File: config.mk
export PLATFORM = sky130hd
export DESIGN_NAME = mux_scan_nto1
export DESIGN_NICKNAME = d
export VERILOG_FILES = /design/src/rtl/mux_scan_nto1.sv
export SDC_FILE = /design/constraint.sdc
export NUM_CORES = 1
export LEC_CHECK = 0
export ABC_AREA = 1
export CAP_MARGIN = 20
export CORE_MARGIN = 10
export CORE_UTILIZATION = 45
export DETAILED_ROUTE_END_ITERATION = 7
export HOLD_SLACK_MARGIN = 0.15
export PLACE_DENSITY = 0.78
export REMOVE_ABC_BUFFERS = 1
export SYNTH_ARGS = -nofsm -noshare
export SYNTH_HDL_FRONTEND = slang
export SYNTH_SLANG_ARGS = --single-unit
File: constraint.sdc
create_clock -name clk -period 3.47 [get_ports clk]
set_clock_uncertainty 0.2 [all_clocks]
set_input_delay 0.5205 -clock clk [delete_from_list [all_inputs] [get_ports clk]]
set_output_delay 0.5205 -clock clk [all_outputs]
set_load 0.03 [all_outputs]
File: src/rtl/mux_scan_nto1.sv
// Registered N-to-1 channel multiplexer with a built-in up/down channel sequencer
// and a valid/ready output stage; sweeps counted or continuous runs of channels.
module mux_scan_nto1 #(
    parameter int unsigned CH_COUNT = 32,
    parameter int unsigned DATA_W   = 1,
    parameter int unsigned SEL_W    = 5
) (
    input  logic                         clk,
    input  logic                         rst,
    input  logic [CH_COUNT*DATA_W-1:0]   inp,
    input  logic [SEL_W-1:0]             sel,
    input  logic [SEL_W:0]               len,
    input  logic [1:0]                   mode,
    input  logic                         start,
    input  logic                         stop,
    output logic [DATA_W-1:0]            out_data,
    output logic [SEL_W-1:0]             out_ch,
    output logic                         out_valid,
    input  logic                         out_ready,
    output logic                         busy,
    output logic                         done,
    output logic                         err
);
    localparam int unsigned     CW      = SEL_W + 1;
    localparam logic [CW-1:0]   CH_N    = CW'(CH_COUNT);
    localparam logic [SEL_W-1:0] CH_LAST = SEL_W'(CH_COUNT - 1);

    typedef enum logic [1:0] {IDLE, RUN, DRAIN} state_t;

    state_t            state, state_n;
    logic [SEL_W-1:0]  ptr, ptr_n;
    logic [CW-1:0]     cnt, cnt_n;
    logic              dir, dir_n;
    logic              cont, cont_n;
    logic [DATA_W-1:0] data_n, ld_data;
    logic [SEL_W-1:0]  ch_n, ld_idx, ch_nxt;
    logic              valid_n, busy_n, done_n, err_n;
    logic              load, xfer, sel_ok, dir_sel;

    // In IDLE the load comes from the command itself, afterwards from the pointer
    assign ld_idx  = (state == IDLE) ? sel : ptr;
    assign dir_sel = (state == IDLE) ? mode[0] : dir;
    assign sel_ok  = ({1'b0, sel} < CH_N);
    assign xfer    = out_valid && out_ready;

    // Successor channel with wrap in both directions (CH_COUNT need not be 2^n)
    always_comb begin
        ch_nxt = '0;
        if (dir_sel) begin
            ch_nxt = (ld_idx == '0) ? CH_LAST : ld_idx - SEL_W'(1);
        end else begin
            ch_nxt = (ld_idx == CH_LAST) ? '0 : ld_idx + SEL_W'(1);
        end
    end

    // Channel data select
    always_comb begin
        ld_data = '0;
        for (int unsigned k = 0; k < CH_COUNT; k++) begin
            if (ld_idx == SEL_W'(k)) begin
                ld_data = inp[k*DATA_W +: DATA_W];
            end
        end
    end

    // Next-state and next-output logic
    always_comb begin
        state_n = state;
        ptr_n   = ptr;
        cnt_n   = cnt;
        dir_n   = dir;
        cont_n  = cont;
        data_n  = out_data;
        ch_n    = out_ch;
        valid_n = out_valid;
        busy_n  = busy;
        done_n  = 1'b0;
        err_n   = 1'b0;
        load    = 1'b0;

        if (xfer) begin
            valid_n = 1'b0;
        end

        case (state)
            IDLE: begin
                if (start) begin
                    if (sel_ok) begin
                        load    = 1'b1;
                        dir_n   = mode[0];
                        cont_n  = mode[1];
                        cnt_n   = ((len == '0) ? CH_N : len) - CW'(1);
                        busy_n  = 1'b1;
                        state_n = (!mode[1] && cnt_n == '0) ? DRAIN : RUN;
                    end else begin
                        err_n = 1'b1;
                    end
                end
            end
            RUN: begin
                if (cont && stop) begin
                    state_n = DRAIN;
                end else if (!out_valid || out_ready) begin
                    load = 1'b1;
                    if (!cont) begin
                        cnt_n = cnt - CW'(1);
                        if (cnt == CW'(1)) begin
                            state_n = DRAIN;
                        end
                    end
                end
            end
            DRAIN: begin
                if (!out_valid || out_ready) begin
                    valid_n = 1'b0;
                    busy_n  = 1'b0;
                    done_n  = 1'b1;
                    state_n = IDLE;
                end
            end
            default: state_n = IDLE;
        endcase

        if (load) begin
            data_n  = ld_data;
            ch_n    = ld_idx;
            valid_n = 1'b1;
            ptr_n   = ch_nxt;
        end
    end

    // State and output registers
    always_ff @(posedge clk or posedge rst) begin
        if (rst) begin
            state     <= IDLE;
            ptr       <= '0;
            cnt       <= '0;
            dir       <= 1'b0;
            cont      <= 1'b0;
            out_data  <= '0;
            out_ch    <= '0;
            out_valid <= 1'b0;
            busy      <= 1'b0;
            done      <= 1'b0;
            err       <= 1'b0;
        end else begin
            state     <= state_n;
            ptr       <= ptr_n;
            cnt       <= cnt_n;
            dir       <= dir_n;
            cont      <= cont_n;
            out_data  <= data_n;
            out_ch    <= ch_n;
            out_valid <= valid_n;
            busy      <= busy_n;
            done      <= done_n;
            err       <= err_n;
        end
    end

endmodule

=== Yosys cells after proc, flatten, opt, wreduce, memory -nomap -nowiden ===
Index checks and enable logic that the tools add are counted.

* Add/subtract/negate cells: 4
* Multipliers: 0
* Divide/modulo/power cells: 0
* Magnitude comparators: 0
* Equality and inequality tests: 42
* Shift-type cells: 0
* Muxes and demuxes: 63
* Bitwise operators: 0
* Reduce and logical (&&, ||, !) cells: 16

{| class="wikitable"
|+ Operators with widths
! operator !! count
|-
| $eq 5x5->1 const B || 16
|-
| $mux 1 || 43
|-
| $eq 5x4->1 const B || 8
|-
| $mux 6 || 5
|-
| $eq 5x3->1 const B || 4
|-
| $mux 5 || 4
|-
| $mux 2 || 7
|-
| $logic_not 6->1 || 2
|-
| $pmux 6 s2 || 1
|-
| $sub 6x1->6 const B || 2
|-
| $eq 5x2->1 const B || 2
|-
| $ne 2x2->1 const B || 5
|-
| $reduce_and 5->1 || 2
|-
| $ne 3x3->1 const B || 3
|-
| $eq 6x1->1 const B || 1
|-
| $pmux 2 s3 || 1
|-
| $add 5x1->5 const B || 1
|-
| $eq 5x1->1 const B || 1
|-
| $logic_not 5->1 || 1
|-
| $sub 5x1->5 const B || 1
|-
| $pmux 1 s2 || 2
|-
| $reduce_bool 2->1 || 2
|-
| $logic_and 1x1->1 || 3
|-
| $reduce_and 3->1 || 1
|-
| 6 further kinds || 7
|}

* Register bits: 24
* Bits in latches: 0
* Memory bits (writable): 0
* Bits in read-only memories: 0
* Input port bits: 50
* Memories: 0

=== Longest topological paths before layout ===
Gate-level depths: netlist of run 1.

* Word-level depth: 35
* Mapped depth: 45
* Mapped depth without buffers: 44

=== Worst setup path before layout of run 1 ===
No wires, ideal clock.

* Path kind: flip-flop to flip-flop
* Start: register state[1]
* End: register out_data
* Setup time: 117 ps
* Arrival time: 3253 ps
* Data required time: 3153 ps
* Path slack: -100 ps
* Stages on the path, launching flop included: 46
* Cell sequence: dfrtp_1 -> inv_1 -> nand2_1 -> or2_2 -> o21ai_0 -> ha_1 -> clkbuf_1 -> nand3_2 -> nand2_1 -> inv_1 -> nand2_1 -> nand2_1 -> nand3_1 -> nand3_1 -> nand2_1 -> nand2_1 -> nand2_1 -> nand4_1 -> [10 not listed] -> nand2_1 -> nand2_1 -> nand2_1 -> nand2_1 -> nand2_1 -> nand2_1 -> nand2_1 -> nand2_1 -> nand2_1 -> nand2_1 -> nand2_1 -> nand2_1 -> nand2_1 -> nand2_1 -> nand2_1 -> nand2_1 -> nand2_1 -> nand2_1

* Longest elaborated chain between the ends: 35
* Elaborated cells between the ends (all ways): 68
* Those cells by class: eq/ne: 32; mux: 34; reduce/logical: 2

{| class="wikitable"
|+ RTL lines
! element !! line !! source
|-
| start, declared || 30 || <nowiki>state_t state, state_n;</nowiki>
|-
| start signal, assigned || 147 || <nowiki>state <= state_n;</nowiki>
|-
| $logic_not 2->1 || 41, 85 ||
|-
| $mux 5 || 41 || <nowiki>assign ld_idx = (state == IDLE) ? sel : ptr;</nowiki>
|-
| $logic_not 5->1 || 60 || <nowiki>if (ld_idx == SEL_W'(k)) begin</nowiki>
|-
| $mux 1 (32 in series) || 60 ||
|-
| end signal, assigned || 152 || <nowiki>out_data <= data_n;</nowiki>
|-
| end, declared || 16 || <nowiki>output logic [DATA_W-1:0] out_data,</nowiki>
|}

Parallel ways exist; a longest one is shown, timed or not.
A chain may end at the register's enable or synchronous reset.

=== Final worst setup path of run 1 ===
* Start: register state[0]
* End: register out_data

* Longest elaborated chain between the ends: 35
* Elaborated cells between the ends (all ways): 68
* Those cells by class: eq/ne: 32; mux: 34; reduce/logical: 2

{| class="wikitable"
|+ RTL lines
! element !! line !! source
|-
| $logic_not 2->1 * || 41 ||
|-
| $mux 5 * || 41 ||
|-
| via ld_idx[0] || 36 || <nowiki>logic [SEL_W-1:0] ch_n, ld_idx, ch_nxt;</nowiki>
|-
| $logic_not 5->1 || 60 ||
|-
| $mux 1 (31 in series) || 60 ||
|-
| $mux 1 * || 60 ||
|}

The timed path passes the listed nets; every way through them passes the cells marked *.

==> results of run 1 <==
[cells by family after synthesis]
group           count (synthesis)  share of synthesized area [%]
flops                          24                           26.6
other cells                     1                          0.166
simple gates                  153                           31.5
buf+inv                        82                           14.9
xor+xnor                        6                           2.33
fa+ha+maj                      11                           6.10
compound gates                 72                           18.4
[final timing paths]
kind / endpoint / depth (start not counted) / slack, ps
hold reg to reg: out_data$_DFFE_PP0P_ / 2 / 290
setup / recovery: out_data$_DFFE_PP0P_ / 44 / -80
setup reg to reg: out_data$_DFFE_PP0P_ / 44 / -80
max in group asynchronous: ptr[0]$_DFFE_PP0P_ / 2 / 1960
min in group asynchronous: out_ch[0]$_DFFE_PP0P_ / 2 / 540
hold / removal: out_data$_DFFE_PP0P_ / 2 / 290
[stage by stage]
stage	setup TNS, ps	instances	instance area [sq um]	setup WS [ps]
3_5_place_dp	-631	505	3160	-631
3_3_place_gp	-528	505	3160	-528
4_1_cts	-7.56	517	3420	-7.56
6_report	-75.1	524	3490	-75.1
5_1_grt	-490	524	3490	-490
2_1_floorplan	-103	339	2190	-103
[synth_stat cells (all sizes together)]
library cell | count | share of area (%)
xnor2 | 2 | 0.78
o21ai | 42 | 9.5
a31oi | 3 | 0.83
a21oi | 9 | 2.0
nor3 | 5 | 1.3
o41ai | 1 | 0.39
clkbuf | 4 | 0.67
a22oi | 3 | 1.0
o211ai | 3 | 1.0
o31ai | 4 | 1.3
dfrtp | 24 | 27
o22ai | 1 | 0.28
or2 | 6 | 1.7
nand2 | 76 | 13
xor2 | 4 | 1.6
nand4 | 6 | 1.7
nand3 | 32 | 7.8
nor4 | 1 | 0.28
o21a | 1 | 0.33
clkinv | 2 | 0.39
a311oi | 1 | 0.39
o21bai | 4 | 1.3
ha | 11 | 6.1
nor2 | 27 | 5.7
conb | 1 | 0.17
inv | 70 | 12
buf | 6 | 2.2
[worst max-delay path: cells and delay by family (launching register included)]
kind / cells / cell delay, ps
adder cells (fa/ha/maj): 1 / 170
flip-flops: 1 / 410
AO/OA/AOI/OAI: 1 / 120
buffers and inverters: 2 / 210
AND/OR/NAND/NOR: 40 / 2330
[report_power, final]
| group | leakage, nW | switching (W) | internal [W] |
|---|---|---|---|
| clock network | 0.0357 | 0.0000955 | 0.000155 |
| registers | 0.287 | 0.0000784 | 0.000422 |
| logic | 1.34 | 0.00151 | 0.00118 |
| total | 1.66 | 0.00168 | 0.00176 |
[area by class of cell]
type                    count  area share, %
clock buffers               3           1.18
clock inverters             1          0.861
inverters                  72           7.78
multi-input cells         243           41.0
flip-flops and latches     24           17.2
well taps                  67           2.40
repair buffers            114           29.5
[routing by layer]
layer | share of wire [%] | up-vias
li1 | - | 1337
met1 | 42 | 1257
met2 | 48 | 139
met3 | 7.2 | 23
met4 | 2.5 | 0
met5 | 0 | -
[registers in the layout, indices dropped and copies added (netlist names)]
signal,cells
done,1
out_data,1
ptr,5
dir,1
state,2
out_ch,5
cont,1
cnt,6
out_valid,1
busy,1
[repair_timing]
action,in CTS,in global routing
hold endpoints to repair,0,0
setup endpoints to repair,1,1
pin swaps,10,9
gates resized for setup,31,6
setup buffers,8,7
==> out/results.txt, run 1 <==
Avg Synthesized Cell Area: 6.46 sq um
Fin Hold WS: 294 ps
cts hold-fix bufs: 0
fill count: 359
H-tree depth: 1
Slew HR: 38.1%
Leak: 1.66 nW
post-synthesis sequential area ratio: 26.6%
Core Rows: 25
Max Buffers Root-to-Sink: 2
violated checks: setup timing
Synth Register Bits: 24
most frequent cells in the layout: 71 x nand2_1, 63 x inv_1, 57 x clkdlybuf4s50_1
crit path launch: state[0]$_DFFE_PP0P_
RSZ-0062 raised after global routing: yes
Initial DRT Pass Iterations: 5
clock tree from TritonCTS: built
1st-iter DRT viols: 205
hpwl dp: 5.51 mm
Clock Sinks: 24
cell area after synthesis: 2250 sq um
PortBufs: 58
Final Max Slew Viols: 0
Routed Antenna Nets: 0
drt total wl: 7.57 mm
Skew-Pair Late Insertion Delay: 280 ps
most common cell after layout, fill and taps aside: nand2_1
required time worst endpoint: 3450 ps
Die Ht: 90.8 um
final setup vio count: 1
max cap viols: 0
outcome: complete, but fails checks
crit path DAT: 3520 ps
hold_sp: out_data$_DFFE_PP0P_
crit path time final: 3550 ps
Max FO, Critical Path: 4
HP Class: reg2reg
setup ws final: -75.1 ps
area of the multi-input gates: 1430 sq um
Final #Nets: 519
critical path's largest stage delay: 410 ps
total global-route track usage: 17.7%
chip width: 90.8 um
largest net degree at the start of global routing: 25
Layout Utilization: 72.9%
total die area: 8240 sq um
met3 Use GR: 3.08%
Starting Density: 47.1%
PwrDens: 986 nW/um^2
Worst Setup End Kind: flip-flop
grt peak-use layer: met2
vias per cell: 5.26
area delta synth->final: 54.7%
Setup CP Type: reg2reg
first-pass GRT wire length: 12.5 mm
met2 usage: 30.4%
routed wire length per instance: 14.4 um
TritonCTS buffer count: 3
FF-to-FF Start: state[0]$_DFFE_PP0P_
crit share post-route: 102%
Startpoint Class: flip-flop
Remaining Overflow, GRT: 0
Seq. cell area: 601 sq um
Crit path top cell by count: nand2_1
Post-Syn Instances: 349
Ys Warns: 0
share of layout cells above drive strength 1: 20.8%
met1 Use GR: 22.2%
Max Clock Freq: 0.282 GHz
Total Power: 0.00344 W
CTS root buffer: clkbuf_8
GPL Wtd Cong: 0.907
CP max stage cell: dfrtp_1
post-synth cell types: 40
Tightest Pin Transition: 927 ps
Hold Fails Final Rpt: 0
Core Area: 4790 sq um
# IOs: 60
number of global-route vias before repair: 2657
DRC viols: 0
Max VDD drop: 0.593 mV
clock slew at reported path FFs: 90 ps
Ant. Diodes: 0
initial antenna violation count: 0
Via Count: 2756
Note: power is estimated with default switching activity, not from simulation.
==> run 2, diff against run 1 <==
Settings changed: CORE_UTILIZATION 45 to 53, PLACE_DENSITY 0.78 to 0.86.
Clock period 3.47 ns to 4.3 ns, I/O delays scaled along.
==> out/results.txt, run 2 (same netlist as run 1, synthesis figures left out) <==
area delta synth->final: 32.1%
total global-route track usage: 16.7%
Core Rows: 23
DRC viols: 0
drt total wl: 6.24 mm
Starting Density: 55.6%
# IOs: 60
Routed met1 length: 2.70 mm
crit path DAT: 3890 ps
Hold Fails Final Rpt: 0
clock slew at reported path FFs: 80 ps
Final Max Slew Viols: 0
Fin Hold WS: 285 ps
number of global-route vias before repair: 2327
TritonCTS buffer count: 3
critical path's largest stage delay: 400 ps
PortBufs: 58
final setup vio count: 0
Crit path top cell by count: nand2_1
Layout Utilization: 73.4%
Routed Antenna Nets: 0
crit share post-route: 90.2%
first-pass GRT wire length: 10.6 mm
HP Class: reg2reg
Initial DRT Pass Iterations: 5
Max Clock Freq: 0.258 GHz
Die Ht: 85.2 um
wire length on met2: 3.04 mm
Top Metal Used: met4
routed wire length per instance: 13.5 um
aggregate negative setup slack: 0 ps
CP max stage cell: clkdlybuf4s50_1
Ant. Diodes: 0
Skew-Pair Late Insertion Delay: 270 ps
GPL Wtd Cong: 0.940
Max Buffers Root-to-Sink: 2
Core Area: 4060 sq um
Place WS: -78.8 ps
most frequent cells in the layout: 74 x nand2_1, 67 x inv_1, 58 x clkdlybuf4s50_1
clock tree from TritonCTS: built
Final #Nets: 473
WL met3: 448 um
Max FO, Critical Path: 6
Remaining Overflow, GRT: 0
share of layout cells above drive strength 1: 9.00%
outcome: completed
PwrDens: 721 nW/um^2
Tightest Pin Transition: 881 ps
max reg flops: 6
most common cell after layout, fill and taps aside: nand2_1
Slew HR: 41.2%
Leak: 1.41 nW
Via Count: 2452
initial antenna violation count: 0
crit path time final: 3880 ps
max cap viols: 0
1st-iter DRT viols: 253
Clock Sinks: 24
required time worst endpoint: 4310 ps
Regs by FF count: cnt (6), out_ch (5), ptr (5)
RSZ-0062 raised after global routing: no
Max VDD drop: 0.488 mV
CTS root buffer: clkbuf_8
largest net degree at the start of global routing: 25
largest reg by FF count: cnt
Setup CP Type: in2reg
Startpoint Class: input pin
chip width: 85.2 um
total die area: 7260 sq um
Worst Setup End Kind: flip-flop
H-tree depth: 1
vias per cell: 5.32
hpwl dp: 4.99 mm
setup ws final: 422 ps
==> run 2: path summary, 6_finish.rpt <==
kind,from,to,slack [ps],cells after the start
worst max-delay path,sel[1],out_data$_DFFE_PP0P_,420,42
worst min register to register,out_ch[3]$_DFFE_PP0P_,out_ch[3]$_DFFE_PP0P_,280,2
min in group asynchronous,rst,done$_DFF_PP0_,660,2
max in group asynchronous,rst,ptr[1]$_DFFE_PP0P_,2700,2
worst max register to register,state[1]$_DFFE_PP0P_,out_data$_DFFE_PP0P_,540,40
worst min-delay path,out_ch[3]$_DFFE_PP0P_,out_ch[3]$_DFFE_PP0P_,280,2
==> run 2: layout make-up <==
cell class,count,area (sq um)
Clock buffer,4,55.1
Fill cell,344,1080
Inverter,72,272
Multi-Input combinational cell,243,1330
Sequential cell,24,601
Tap cell,50,62.6
Timing Repair Buffer,68,656
==> run 2: critical path: cells and delay by family <==
kind	cells	cell delay, ps
compound gates	1	110
buf+inv	1	400
fa+ha+maj	1	230
simple gates	39	2480
==> run 2: where the power goes <==
part           internal (W)  leakage, nW  switching [W]
Sequential         0.000340        0.287      0.0000700
Clock             0.0000818       0.0288      0.0000699
Combinational      0.000578         1.10        0.00101
==> run 2: repair_timing <==
action	in CTS	in global routing
hold buffers	0	0
setup endpoints to repair	0	1
gates resized for setup	0	5
buffers inserted	0	5
==> run 2: per-layer routing <==
metal / up-vias / track usage, %
met2: 103 / 29.0
met1: 1097 / 21.0
met4: 0 / 3.29
li1: 1246 / -
met5: - / 0
met3: 6 / 2.96
==> run 2: metrics by stage <==
step	instances	area (sq um)	total power [W]
after floorplan	339	2190	0.00148
after global placement	452	2870	0.00187
after detailed placement	452	2870	0.00191
after CTS	456	2930	0.00207
after global routing	461	2980	0.00236
final	461	2980	0.00215
==> run 3, diff against run 2 <==
Settings changed: GPL_TIMING_DRIVEN set to 0.
==> out/results.txt, run 3 (same netlist as run 1, synthesis figures left out) <==
outcome: completed
setup ws final: 404 ps
Ant. Diodes: 0
number of global-route vias before repair: 2321
Worst Setup End Kind: flip-flop
largest reg by FF count: cnt
Max Buffers Root-to-Sink: 2
crit path time final: 3900 ps
Core Area: 4060 sq um
area delta synth->final: 35.5%
PwrDens: 750 nW/um^2
PortBufs: 58
Via Count: 2538
H-tree depth: 1
max cap viols: 0
most common cell after layout, fill and taps aside: nand2_1
Tightest Pin Transition: 909 ps
routed wire length per instance: 14.8 um
Leak: 1.42 nW
CTS root buffer: clkbuf_8
FF-to-FF setup slack: 470 ps
total global-route track usage: 16.7%
Max FO, Critical Path: 7
crit path DAT: 3910 ps
Hold Fails Final Rpt: 0
crit share post-route: 90.6%
Final #Nets: 474
share of layout cells above drive strength 1: 10.9%
largest net degree at the start of global routing: 25
Place WS: -394 ps
Clock Sinks: 24
TritonCTS buffer count: 3
first-pass GRT wire length: 10.4 mm
Crit path top cell by count: nand2_1
Max Clock Freq: 0.257 GHz
cts hold-fix bufs: 0
Internal: 0.00105 W
CP bufs+invs: 5
Startpoint Class: input pin
Skew-Pair Late Insertion Delay: 270 ps
most frequent cells in the layout: 73 x nand2_1, 67 x inv_1, 58 x clkdlybuf4s50_1
hold_sp: out_ch[4]$_DFFE_PP0P_
clock slew at reported path FFs: 80 ps
Max VDD drop: 0.528 mV
Combinational Power Share: 74.9%
Core Rows: 23
WHS Path Cells: 2
Slew HR: 39.3%
FF-to-FF path depth: 38
Total Power: 0.00229 W
max reg flops: 6
GPL Wtd Cong: 0.895
Initial DRT Pass Iterations: 5
vias per cell: 5.49
total die area: 7260 sq um
cell family with most CP delay: simple AND/OR/NAND/NOR gates
Routed Antenna Nets: 0
critical path's largest stage delay: 470 ps
Fin Hold WS: 300 ps
initial antenna violation count: 0
clock tree from TritonCTS: built
WHS Endpoint: out_ch[4]$_DFFE_PP0P_
required time worst endpoint: 4310 ps
Regs by FF count: cnt (6), out_ch (5), ptr (5)
Setup CP Type: in2reg
# IOs: 60
FF-to-FF Start: state[0]$_DFFE_PP0P_
Die Ht: 85.2 um
Final Max Slew Viols: 0
CP max stage cell: clkdlybuf4s50_1
Starting Density: 55.6%
Reg power frac: 18.3%
final setup vio count: 0
DRC viols: 0
Psw: 0.00125 W
Remaining Overflow, GRT: 0
chip width: 85.2 um
drt total wl: 6.86 mm
HP Class: reg2reg
RR Endpoint: out_data$_DFFE_PP0P_
Net Sw Frac: 54.4%
Clock power frac: 6.8%
hpwl dp: 4.94 mm
1st-iter DRT viols: 218
run 3: cell types whose count changed in the layout (fill, tap and decap cells not counted), moves of 2 or more:
cell and delta:
ha_4 +3, ha_1 -4, nand3_2 +2, nand3_1 -2
run 3: timing repair:
item                                    CTS  global route
endpoints found under the setup margin    1             1
setup buffers                             0            10
cloned                                    0             1
pin swaps                                 0             5
resized for setup                         3            17
run 3: metal layers:
layer / GRT usage, % / vias up / part of all wire [%]
met5: 0 / - / 0
met4: 3.29 / 0 / 1.7
met3: 3.63 / 14 / 8.0
met2: 29.2 / 109 / 48
met1: 20.4 / 1168 / 42
li1: - / 1247 / -
run 3: stage by stage:
stage	utilization, %	cells	instance area [sq um]	setup TNS, ps
2_1_floorplan	-	339	2190	0
3_3_place_gp	69.8	447	2830	-299
3_5_place_dp	69.8	447	2830	-394
4_1_cts	71.4	451	2900	0
5_1_grt	75.3	462	3060	-49.4
6_report	75.3	462	3060	0
run 3: worst reg2reg max path: cells and delay by family, from the launching register on:
kind                     cells  cell delay, ps
AO/OA/AOI/OAI                2             270
adder cells (fa/ha/maj)      1             240
buffers and inverters        5             490
flip-flops                   1             520
AND/OR/NAND/NOR             30            2030
run 3: final cells by class:
cell class | count | area, sq um
multi-input combinational | 244 | 1410
fill | 346 | 1000
timing repair buffer | 68 | 656
sequential | 24 | 601
inverter | 72 | 274
tap | 50 | 62.6
clock buffer | 4 | 55.1
run 3: worst max-delay path by stage:
stage          slack, ps                   end  depth (start not counted)    from
2_1_floorplan        640  out_data$_DFFE_PP0P_                         42  sel[1]
3_3_place_gp        -300  out_data$_DFFE_PP0P_                         42  sel[1]
3_5_place_dp        -390  out_data$_DFFE_PP0P_                         43  sel[1]
4_1_cts              120  out_data$_DFFE_PP0P_                         43  sel[1]
5_1_grt              -50  out_data$_DFFE_PP0P_                         43  sel[1]
6_report             400  out_data$_DFFE_PP0P_                         37  sel[1]
run 3: power groups by stage:
stage	clock network [W]	registers (W)	logic, W
CTS	0.000156	0.000406	0.00148
detailed placement	0	0.000409	0.00146
global route	0.000163	0.000432	0.00191
global placement	0	0.000404	0.00142
finish	0.000155	0.000420	0.00172
floorplan	0	0.000475	0.00100
